===== config.mk =====
export PLATFORM = sky130hd
export DESIGN_NAME = fetch_unit
export DESIGN_NICKNAME = d
export VERILOG_FILES = /design/src/rtl/fetch_unit.sv
export SDC_FILE = /design/constraint.sdc
export NUM_CORES = 1
export LEC_CHECK = 0
export CORE_UTILIZATION = 50
export CTS_BUF_LIST = sky130_fd_sc_hd__clkbuf_8 sky130_fd_sc_hd__clkbuf_16
export DETAILED_ROUTE_END_ITERATION = 16
export PLACE_DENSITY = 0.85
export SLEW_MARGIN = 20
export SYNTH_ARGS = -nofsm -noshare
export SYNTH_HDL_FRONTEND = slang
export SYNTH_SLANG_ARGS = --single-unit
export TNS_END_PERCENT = 1

===== constraint.sdc =====
create_clock -name clock -period 6.2 [get_ports clock]
set_clock_uncertainty 0.2 [all_clocks]
set_input_delay 0.93 -clock clock [delete_from_list [all_inputs] [get_ports clock]]
set_output_delay 0.93 -clock clock [all_outputs]
set_load 0.005 [all_outputs]

===== src/rtl/fetch_unit.sv =====
// fetch_unit: NBBPU instruction fetch over a request/ready memory handshake.
// Define FETCH_PREFETCH_EN to add a one-entry next-word prefetch buffer.
module fetch_unit #(
  parameter int WAIT_LIMIT = 15
) (
  input  logic        clock,
  input  logic        reset,
  input  logic [15:0] PC,
  input  logic        flush,
  output logic        mem_request,
  output logic [15:0] mem_address,
  input  logic        mem_ready,
  input  logic [15:0] mem_rdata,
  output logic [15:0] instruction,
  output logic        instruction_valid,
  output logic        fetch_fault
);
  localparam int CW = (WAIT_LIMIT < 2) ? 1 : $clog2(WAIT_LIMIT + 1);
  typedef enum logic [1:0] {IDLE, REQUEST, HOLD, FAULT} state_t;
  state_t state_q, state_d;
  logic req_q, req_d, disc_q, disc_d, fault_q, fault_d, issue, tick;
  logic [15:0] addr_q, addr_d, instr_q, instr_d, fpc_q, fpc_d;
  logic [CW-1:0] cnt_q, cnt_d;
`ifdef FETCH_PREFETCH_EN
  logic buf_v_q, buf_v_d;
  logic [15:0] buf_q, buf_d, buf_a_q, buf_a_d;
`endif
  always_ff @(posedge clock) begin
    if (reset) begin
      state_q <= IDLE;
      req_q   <= 1'b0;
      disc_q  <= 1'b0;
      fault_q <= 1'b0;
      addr_q  <= '0;
      instr_q <= '0;
      fpc_q   <= '0;
      cnt_q   <= '0;
`ifdef FETCH_PREFETCH_EN
      buf_v_q <= 1'b0;
      buf_q   <= '0;
      buf_a_q <= '0;
`endif
    end else begin
      state_q <= state_d;
      req_q   <= req_d;
      disc_q  <= disc_d;
      fault_q <= fault_d;
      addr_q  <= addr_d;
      instr_q <= instr_d;
      fpc_q   <= fpc_d;
      cnt_q   <= cnt_d;
`ifdef FETCH_PREFETCH_EN
      buf_v_q <= buf_v_d;
      buf_q   <= buf_d;
      buf_a_q <= buf_a_d;
`endif
    end
  end
  always_comb begin
    state_d = state_q;
    req_d   = req_q;
    disc_d  = disc_q;
    fault_d = fault_q;
    addr_d  = addr_q;
    instr_d = instr_q;
    fpc_d   = fpc_q;
    cnt_d   = cnt_q;
    issue   = 1'b0;
    tick    = 1'b0;
`ifdef FETCH_PREFETCH_EN
    buf_v_d = buf_v_q;
    buf_d   = buf_q;
    buf_a_d = buf_a_q;
`endif
    case (state_q)
      IDLE: issue = 1'b1;
      REQUEST:
        if (mem_ready) begin
          if (disc_q || flush) begin
            disc_d = 1'b0;
            issue  = 1'b1;
          end else begin
            instr_d = mem_rdata;
            fpc_d   = addr_q;
            req_d   = 1'b0;
            state_d = HOLD;
`ifdef FETCH_PREFETCH_EN
            addr_d  = addr_q + 16'd2;
            req_d   = 1'b1;
            cnt_d   = '0;
            buf_v_d = 1'b0;
`endif
          end
        end else begin
          tick = 1'b1;
          if (flush) disc_d = 1'b1;
        end
      HOLD:
`ifdef FETCH_PREFETCH_EN
        if (req_q) begin
          // a prefetch in flight cannot be withdrawn; abandon it through the discard path
          if (flush || (PC != fpc_q && PC != addr_q)) begin
            if (mem_ready) issue = 1'b1;
            else begin
              disc_d  = 1'b1;
              state_d = REQUEST;
              tick    = 1'b1;
            end
          end else if (mem_ready) begin
            buf_d   = mem_rdata;
            buf_a_d = addr_q;
            buf_v_d = 1'b1;
            req_d   = 1'b0;
          end else tick = 1'b1;
        end else if (flush || PC != fpc_q) begin
          buf_v_d = 1'b0;
          if (!flush && buf_v_q && PC == buf_a_q) begin
            instr_d = buf_q;
            fpc_d   = buf_a_q;
            addr_d  = buf_a_q + 16'd2;
            req_d   = 1'b1;
            cnt_d   = '0;
          end else issue = 1'b1;
        end
`else
        if (PC != fpc_q || flush) issue = 1'b1;
`endif
      default: ;
    endcase
    if (tick) begin
      cnt_d = cnt_q + 1'b1;
      if (WAIT_LIMIT != 0 && cnt_d == CW'(WAIT_LIMIT)) begin
        fault_d = 1'b1;
        req_d   = 1'b0;
        state_d = FAULT;
      end
    end
    if (issue) begin
      if (PC[0]) begin
        fault_d = 1'b1;
        req_d   = 1'b0;
        state_d = FAULT;
      end else begin
        addr_d  = PC;
        req_d   = 1'b1;
        cnt_d   = '0;
        state_d = REQUEST;
      end
    end
  end
  always_comb begin
    mem_request       = req_q;
    mem_address       = addr_q;
    instruction       = instr_q;
    fetch_fault       = fault_q;
    instruction_valid = (state_q == HOLD) && (PC == fpc_q) && !flush;
  end
endmodule

==> results.md, run 1 <==
- Post-CTS Resized: 0
- Post-synth ARST share: 0
- Critical path arrival: roughly 2.9 ns
- Drt total wl: 4860 um
- CP Capture Type: output port
- Largest net degree at the start of global routing: 42
- Most common cell in the synthesized netlist: nand2_1
- Pre-Repair DR Iteration Count: 4
- DP Cell Count: 379
- H-Tree Depth: 2
- Worst-path clk slew: 0.08 ns
- CTS tree: built
- Post-synthesis average cell area: 8.41 um2
- Yosys cell types: 32
- Row cnt: 24
- Post-synth top flop: dfxtp_1
- # hold bufs at CTS: 0
- RSZ-0062 raised after global routing: no
- Final TNS setup: 0 ns
- Mapped cell area: around 2300 um2
- Largest family of logic cells by synthesized area: simple AND/OR/NAND/NOR gates
- Worst Tran Pin Value: about 1 ns
- Total power: 0.000687 W
- All-Layer GR Usage: 0.210
- Remaining global-route overflow: 0
- PortBufs: 69
- Max-capacitance violation count: 0
- Final Hold Vio Count: 0
- Crit Path Category: in -> out
- Met1 Wirelength: 2200 um
- Leading area contributor after synthesis: dfxtp_1
- Peak VDD IR: ~160 uV
- Status: finished, final reports clean
- Final count of pins violating max slew: 0
- Finished Layout Cells: 387
- Final nets: 372
- Post-CTS setup buffer count: 0
- Period utilization: 0.656
- Post-synthesis simple-gate area fraction: 0.224
- Die width: 69.8 um
- Vias: approximately 2,000
- Number of synthesized register bits: 55
- Critical Path, Cell by Cell: clkdlybuf4s50_1 -> or3b_1 -> nor4_2 -> nand4_1 -> nor2_1 -> clkdlybuf4s50_1
- Hold Path Class: reg -> reg
- EDFF count, synth: 0
- Avg Vias per Cell: 5.13
- WL/cell: 12.5 um
- Yosys top cell area share: 0.479
- First-pass GRT wire length: 8340 um
- Synth Area in Compound Gates: 0.0969
- Setup Viol. Count Final: 0
- Met3 WL: 222 um
- Share of cells above drive strength 1: 0.0388
- Highest routed layer: met4
- Register area: 1100 um2
- Lkg Pwr: 1.16 nW
- Die height: 69.8 um
- Critical-path maximum fanout: 4
- Mux contribution to synthesized area: 0.0654
- Pwr Density: about 220 nW/um2
- Fillers: between 300 and 400
- Clock tree buffer depth: 2
- Total CTS buffers: 5
- Core Area: roughly 4400 um2
- Synthesized netlist cell count: 273
- Top cell by count, worst path: clkdlybuf4s50_1
- Post-route DRC: 0
- Synth warnings: 0
- Crit-path max cell delay: 0.51 ns
- CP required: 5.07 ns
- Die area: 4870 um2
- Root Buffer: clkbuf_8
- Final ANT Viol Nets: 0
- Most instantiated cells after synthesis: nand2_1, dfxtp_1, a21oi_1
- Starting Density: 0.524
- Syn-to-layout area delta: 34.0%
- Seq/Total Area, Yosys: 0.479
- Num ports: 71
- Dpl hpwl: between 3000 and 4000 um
- Area of the multi-input gates: around 1100 um2
- Max Clk Rate: 246 MHz
- Initial antenna violation count: 0
- Clk Latency, worst-skew pair: 0.30 ns
- Worst slew margin: 0.326
- Hold WS: around 0.26 ns
- Gpl congestion: 0.711
- Vias in the first global route: 1,933
- Net Count, Synth: about 310
- Clock sinks: 55
- Final core occ: 0.702
- CP max-delay cell: clkdlybuf4s50_1
- Adder-cell share of the synthesized area: 0.0109
- Number of diodes: 0
- Fin crit period: slightly above 4 ns
- Ranking of synthesized cells by area: dfxtp_1, nand2_1, xor2_1, a21oi_1, mux2i_1
- Iter 0 DRT Violations: 117
- Post-synthesis xor/xnor area fraction: 0.0763
- Critical Path Start Type: input port
- Detail Route met2 WL: 2390 um
## report_power, final
group / internal, W / switching [W]
clock: 0.000100 / 0.000108
sequential: 0.000368 / 0.0000104
combinational: 0.0000569 / 0.0000436
## registers in the layout, indices dropped and copies added (netlist names)
name	flops
mem_address	15
instruction	16
state_q	2
mem_request	1
fetch_fault	1
fpc_q	15
cnt_q	4
disc_q	1
## worst max-delay path, delay by kind of cell
kind          cells  cell delay [ns]
simple gates      4             1.02
buf+inv           2             0.98
## per-stage QoR
step | setup WS (ns) | cell area, um2
floorplan | 3.24 | 2300
global placement | 2.19 | 2980
detailed placement | 2.15 | 2980
CTS | 2.13 | 3080
global route | 2.01 | 3080
finish | 2.14 | 3080
## path summary, 6_finish.rpt
path | startpoint | to | slack (ns) | cells after the start
max | flush | instruction_valid | 2.14 | 6
max reg2reg | state_q[1] | mem_request | 3.95 | 6
min | instruction[10] | instruction[10] | 0.26 | 2
min reg2reg | instruction[10] | instruction[10] | 0.26 | 2
## cells by family (layout without fill, tap and decap cells)
family	count (synthesis)	count (layout)
XOR/XNOR	20	20
buffers and inverters	20	82
AND/OR/NAND/NOR	121	121
flip-flops	55	55
AO/OA/AOI/OAI	39	39
other	1	1
adder cells (fa/ha/maj)	2	2
multiplexers	15	15
## metal layers
metal,vias to the layer above,global-route usage
met4,0,0.0667
li1,1010,-
met1,924,0.258
met5,-,0
met3,5,0.0465
met2,48,0.363
## placed cells by master (no fill, tap or decap), drive strengths merged, types with 4 or more instances in the layout
cell type      Yosys  routed
clkbuf            14       7
xor2              19      19
nand2             95      95
nor2               5       5
clkdlybuf4s50      0      69
dfxtp             55      55
a21oi             33      33
mux2i             15      15
nor4               4       4
nor3               5       5
## layout make-up
class	count	share of cell area
inverters	2	0.00244
clock buffers	7	0.0313
repair buffers	72	0.232
clock inverters	1	0.00122
well taps	52	0.0211
flip-flops and latches	55	0.358
multi-input cells	198	0.354
(Power assumes the default switching activity.)
==> inputs of run 2 (changes only) <==
Settings changed: CORE_UTILIZATION 50 to 46, PLACE_DENSITY 0.85 to 0.79.
Clock period 6.2 ns to 3.8 ns, I/O delays scaled along.
==> run 2 against run 1 <==
Net effect:
- final cell count rose by 4.4%
- largest cell class unchanged
- utilization fell by 4.8 points
- total power rose by 63%
==> results.md, run 2 (synthesis results as in run 1) <==
- Die height: 72.7 um (+4.1%)
- Critical-path maximum fanout: 4 (unchanged)
- Die area: 5280 um2 (+8.4%)
- Clock sinks: 55 (unchanged)
- CP Capture Type: output port
- Post-CTS Resized: 0 (unchanged)
- Starting Density: 0.483 (-0.0408)
- Fillers: 439 (+24%)
- Hold Path Class: reg -> reg
- Area of the multi-input gates: 1090 um2 (unchanged)
- Num ports: 71 (unchanged)
- Post-CTS setup buffer count: 0 (unchanged)
- Pwr Density: 361 nW/um2 (+62%)
- Vias in the first global route: 1,810 (-6.4%)
- Clk Latency, worst-skew pair: 0.30 ns (about the same)
- Crit Path Category: in -> out
- DP Cell Count: 396 (+4.5%)
- PortBufs: 69 (unchanged)
- Peak VDD IR: 249 uV (+59%)
- Syn-to-layout area delta: 35.5%
- Lkg Pwr: 1.17 nW (+0.83%)
- Setup Viol. Count Final: 0 (unchanged)
- Most frequent cells in the layout: nand2_1, clkdlybuf4s50_1, dfxtp_1
- Max Clk Rate: 298 MHz
- Status: finished, final reports clean
- Total CTS buffers: 5 (unchanged)
- Finished Layout Cells: 404 (+4.4%)
- Vias: 1,947 (-2.0%)
- Core Area: 4750 um2 (+8.4%)
- Row cnt: 25 (+4.2%)
- Die width: 72.7 um (+4.1%)
- Dpl hpwl: 3390 um (+2.4%)
- Met2 Use GR: 0.330 (-0.0330)
- Pre-Repair DR Iteration Count: 4 (unchanged)
- Number of diodes: 0 (unchanged)
- Largest net degree at the start of global routing: 41 (-2.4%)
- H-Tree Depth: 2 (unchanged)
- Most used routing layer: met2
- RSZ-0062 raised after global routing: no
- # hold bufs at CTS: 0 (unchanged)
- Initial antenna violation count: 0 (unchanged)
- Drt total wl: 4940 um (+1.8%)
- Final TNS setup: 0 ns (unchanged)
- Worst-path clk slew: 0.09 ns (about the same)
- WL/cell: 12.2 um (-2.5%)
- First-pass GRT wire length: 8000 um (-4.1%)
- All-Layer GR Usage: 0.191 (-0.0185)
- CTS tree: built
- Register area: 1100 um2 (unchanged)
- Met3 usage: 0.0470 (+0.000450)
- Period utilization: 0.882
- Iter 0 DRT Violations: 113 (-3.4%)
- Avg Vias per Cell: 4.82 (-6.1%)
- Remaining global-route overflow: 0 (unchanged)
- Fin crit period: 3.35 ns
- Worst slew margin: 0.388 (+0.0624)
- Final count of pins violating max slew: 0 (unchanged)
- Commonest non-fill, non-tap cell in the layout: nand2_1
- Final ANT Viol Nets: 0 (unchanged)
- Final nets: 374 (+0.54%)
- GR Util met1: 0.243 (-0.0148)
- Largest register FFs: 16 (unchanged)
- Final Hold Vio Count: 0 (unchanged)
- Critical path arrival: 2.58 ns (-0.35 ns)
- Share of cells above drive strength 1: 0.0445 (+0.00570)
- Hold WS: 0.257 ns (+0.00117 ns)
- Max-capacitance violation count: 0 (unchanged)
- Critical Path Start Type: input port
- CP required: 3.03 ns (-2.04 ns)
- Reg-to-reg setup timing slack: 1.29 ns (-2.66 ns)
- Worst Tran Pin Value: 0.917 ns (-0.0921 ns)
- Clock tree buffer depth: 2 (unchanged)
- Root Buffer: clkbuf_8
- Post-route DRC: 0 (unchanged)
- Gpl congestion: 0.718 (+0.97%)
## run 2: cell types whose count changed in the layout (fill, tap and decap cells not counted)
| cell | change |
|---|---|
| buf_4 | +2 |
## run 2: power by group
| group | internal [W] | leakage, nW | switching [W] |
|---|---|---|---|
| clock network | 0.000164 | 0.0557 | 0.000176 |
| logic | 0.0000942 | 0.668 | 0.0000719 |
| registers | 0.000600 | 0.448 | 0.0000169 |
## run 2: area by class of cell
cell class              count  share of cell area
clock buffers               7              0.0310
inverters                   2             0.00241
repair buffers             74               0.234
clock inverters             1             0.00121
multi-input cells         198               0.351
well taps                  67              0.0269
flip-flops and latches     55               0.354
## run 2: final timing paths
kind	startpoint	end	cells after the start
hold / removal	instruction[14]	instruction[14]	2
setup / recovery	flush	instruction_valid	6
setup reg to reg	state_q[1]	mem_address[4]	6
hold reg to reg	instruction[14]	instruction[14]	2
## run 2: worst max-delay path, cell delays in order
cell and delay [ns]:
clkdlybuf4s50_1 0.47, or3b_1 0.41, nor4_2 0.27, nand4_1 0.21, nor2_1 0.14, clkdlybuf4s50_1 0.51
## run 2: routing by layer
metal / part of all wire / vias to the layer above
li1: - / 1014
met1: 0.46 / 883
met2: 0.48 / 48
met3: 0.057 / 2
met4: 0.0036 / 0
met5: 0 / -
## run 2: through the flow
step / cell area (um2) / power, W / setup slack [ns] / utilization
after floorplan: 2300 / 0.000708 / 1.48 / -
after global placement: 3010 / 0.000794 / 0.510 / 0.633
after global routing: 3110 / 0.00117 / 0.370 / 0.654
after CTS: 3110 / 0.00113 / 0.465 / 0.654
after detailed placement: 3010 / 0.000797 / 0.473 / 0.633
final: 3110 / 0.00112 / 0.447 / 0.654
==> inputs of run 3 (changes only) <==
Settings changed: GPL_TIMING_DRIVEN set to 1, MAX_ROUTING_LAYER set to met4, REMOVE_ABC_BUFFERS set to 1.
==> run 3 against run 2 <==
Net effect:
- die area unchanged
- fmax up 1.2%
- worst setup slack better by 0.040 ns
- largest power group unchanged
- critical endpoint unchanged
- critical path depth unchanged
- sequential power about the same
- final area unchanged
- sequential share of layout area unchanged
- clock power up 1%
- hold slack about the same
==> results.md, run 3 (synthesis results as in run 1) <==
- Status: finished, final reports clean
- Die area: 5280 um2 (unchanged)
- Lkg Pwr: 1.17 nW (unchanged)
- H-Tree Depth: 2 (unchanged)
- WP depth: 6 (unchanged)
- Dpl cell area: 3010 um2 (unchanged)
- Hold Path Class: reg -> reg
- Critical-path maximum fanout: 4 (unchanged)
- Critical Path Start Type: input port
- Total power: 0.00113 W (+0.48%)
- Final nets: 374 (unchanged)
- Gpl congestion: 0.849 (+18%)
- Most frequent cells in the layout: nand2_1, clkdlybuf4s50_1, dfxtp_1
- Crit-path max cell delay: 0.51 ns (about the same)
- Largest net degree at the start of global routing: 41 (unchanged)
- Design Area, Final: 3110 um2 (unchanged)
- Total CTS buffers: 5 (unchanged)
- Crit Path Category: in -> out
- Starting Density: 0.483 (unchanged)
- Final Hold Vio Count: 0 (unchanged)
- Pwr Density: 363 nW/um2 (+0.48%)
- Row cnt: 25 (unchanged)
- Die height: 72.7 um (unchanged)
- Worst Path Buf+Inv: 2 (unchanged)
- Share of cells above drive strength 1: 0.0445 (unchanged)
- CP Capture Point: instruction_valid
- Max Clk Rate: 302 MHz (+1.2%)
- PortBufs: 69 (unchanged)
- Period utilization: 0.872 (-0.0105)
- Final count of pins violating max slew: 0 (unchanged)
- Setup Viol. Count Final: 0 (unchanged)
- Core Area: 4750 um2 (unchanged)
- Dpl hpwl: 3380 um (-0.42%)
- First-pass GRT wire length: 8310 um (+4.0%)
- Clk Latency, worst-skew pair: 0.30 ns (about the same)
- Vias in the first global route: 1,767 (-2.4%)
- Reg-to-reg setup timing slack: 1.57 ns (+0.28 ns)
- Clock tree buffer depth: 2 (unchanged)
- RSZ-0062 raised after global routing: no
- Reg2reg start: state_q[1]
- Commonest non-fill, non-tap cell in the layout: nand2_1
- Final ANT Viol Nets: 0 (unchanged)
- CTS tree: built
- Number of diodes: 0 (unchanged)
- Post-route DRC: 0 (unchanged)
- Max-capacitance violation count: 0 (unchanged)
- CP required: 3.03 ns (about the same)
- Worst-path clk slew: 0.09 ns (about the same)
- Remaining global-route overflow: 0 (unchanged)
- Syn-to-layout area delta: 35.5% (unchanged)
- Post-CTS setup buffer count: 0 (unchanged)
- Worst Tran Pin Value: 0.920 ns (+0.00324 ns)
- All-Layer GR Usage: 0.209 (+0.0178)
- Pre-Repair DR Iteration Count: 4 (unchanged)
- Die width: 72.7 um (unchanged)
- Largest register FFs: 16 (unchanged)
- Crit path from: flush
- Clock sinks: 55 (unchanged)
- Vias: 1,939 (-0.41%)
- Num ports: 71 (unchanged)
- Drt total wl: 5070 um (+2.5%)
- Pre-CTS WS: 0.502 ns (+0.0294 ns)
- Cells on worst reg2reg path: 6 (unchanged)
- Top cell by count, worst path: clkdlybuf4s50_1
- CP Capture Type: output port
- # hold bufs at CTS: 0 (unchanged)
- Peak VDD IR: 235 uV (-5.7%)
- CP max-delay cell: clkdlybuf4s50_1
- Post-CTS Resized: 0 (unchanged)
- Iter 0 DRT Violations: 98 (-13%)
- Initial antenna violation count: 0 (unchanged)
- Final TNS setup: 0 ns (unchanged)
- Worst slew margin: 0.386 (-0.00216)
- Avg Vias per Cell: 4.80 (-0.41%)
- Fin crit period: 3.31 ns (-0.0398 ns)
- Crit Reg-Reg Endpoint: mem_request
- Final setup margin: 0.487 ns (+0.0398 ns)
- Critical Path, Cell by Cell: clkdlybuf4s50_1 -> or3b_1 -> nor4_2 -> nand4_1 -> nor2_1 -> clkdlybuf4s50_1
- Hold WS: 0.257 ns (+0.0000740 ns)
- Delay-heaviest family, CP: simple AND/OR/NAND/NOR gates
- Critical path arrival: 2.54 ns (-0.04 ns)
- Root Buffer: clkbuf_8
- WL/cell: 12.5 um (+2.5%)
==> run 3: how the worst min path moves through the flow <==
stage / cells after the start / slack (ns) / end / startpoint
floorplan: 2 / 0.24 / fpc_q[10] / fpc_q[10]
global placement: 2 / 0.24 / instruction[11] / instruction[11]
detailed placement: 2 / 0.25 / instruction[10] / instruction[10]
CTS: 2 / 0.26 / instruction[10] / instruction[10]
global route: 2 / 0.28 / instruction[9] / instruction[9]
finish: 2 / 0.26 / instruction[3] / instruction[3]
==> run 3: cell type report <==
cell class | count | area (um2)
Multi-Input combinational cell | 198 | 1090
Tap cell | 67 | 83.8
Clock inverter | 1 | 3.75
Sequential cell | 55 | 1100
Inverter | 2 | 7.51
Timing Repair Buffer | 74 | 728
Clock buffer | 7 | 96.3
Fill cell | 417 | 1640
==> run 3: metal layers <==
layer / GRT usage / wire [um]
met1: 0.253 / 2370
met2: 0.343 / 2400
met5: - / 0
met4: 0.0719 / 78
met3: 0.0483 / 217
==> run 3: metrics by stage <==
step                utilization  std cells
floorplan                     -        255
global placement          0.633        396
detailed placement        0.633        396
CTS                       0.654        404
global route              0.654        404
finish                    0.654        404
==> run 3: report_power, final <==
part,switching [W],leakage (nW),internal (W)
clock network,0.000181,0.0557,0.000164
logic,0.0000721,0.668,0.0000941
registers,0.0000169,0.448,0.000600
==> run 3: worst reg2reg max path: cells and delay by family, from the launching register on <==
family	cells	cell delay (ns)
flip-flops	1	0.38
AO/OA/AOI/OAI	1	0.27
AND/OR/NAND/NOR	4	1.03
buffers and inverters	1	0.24
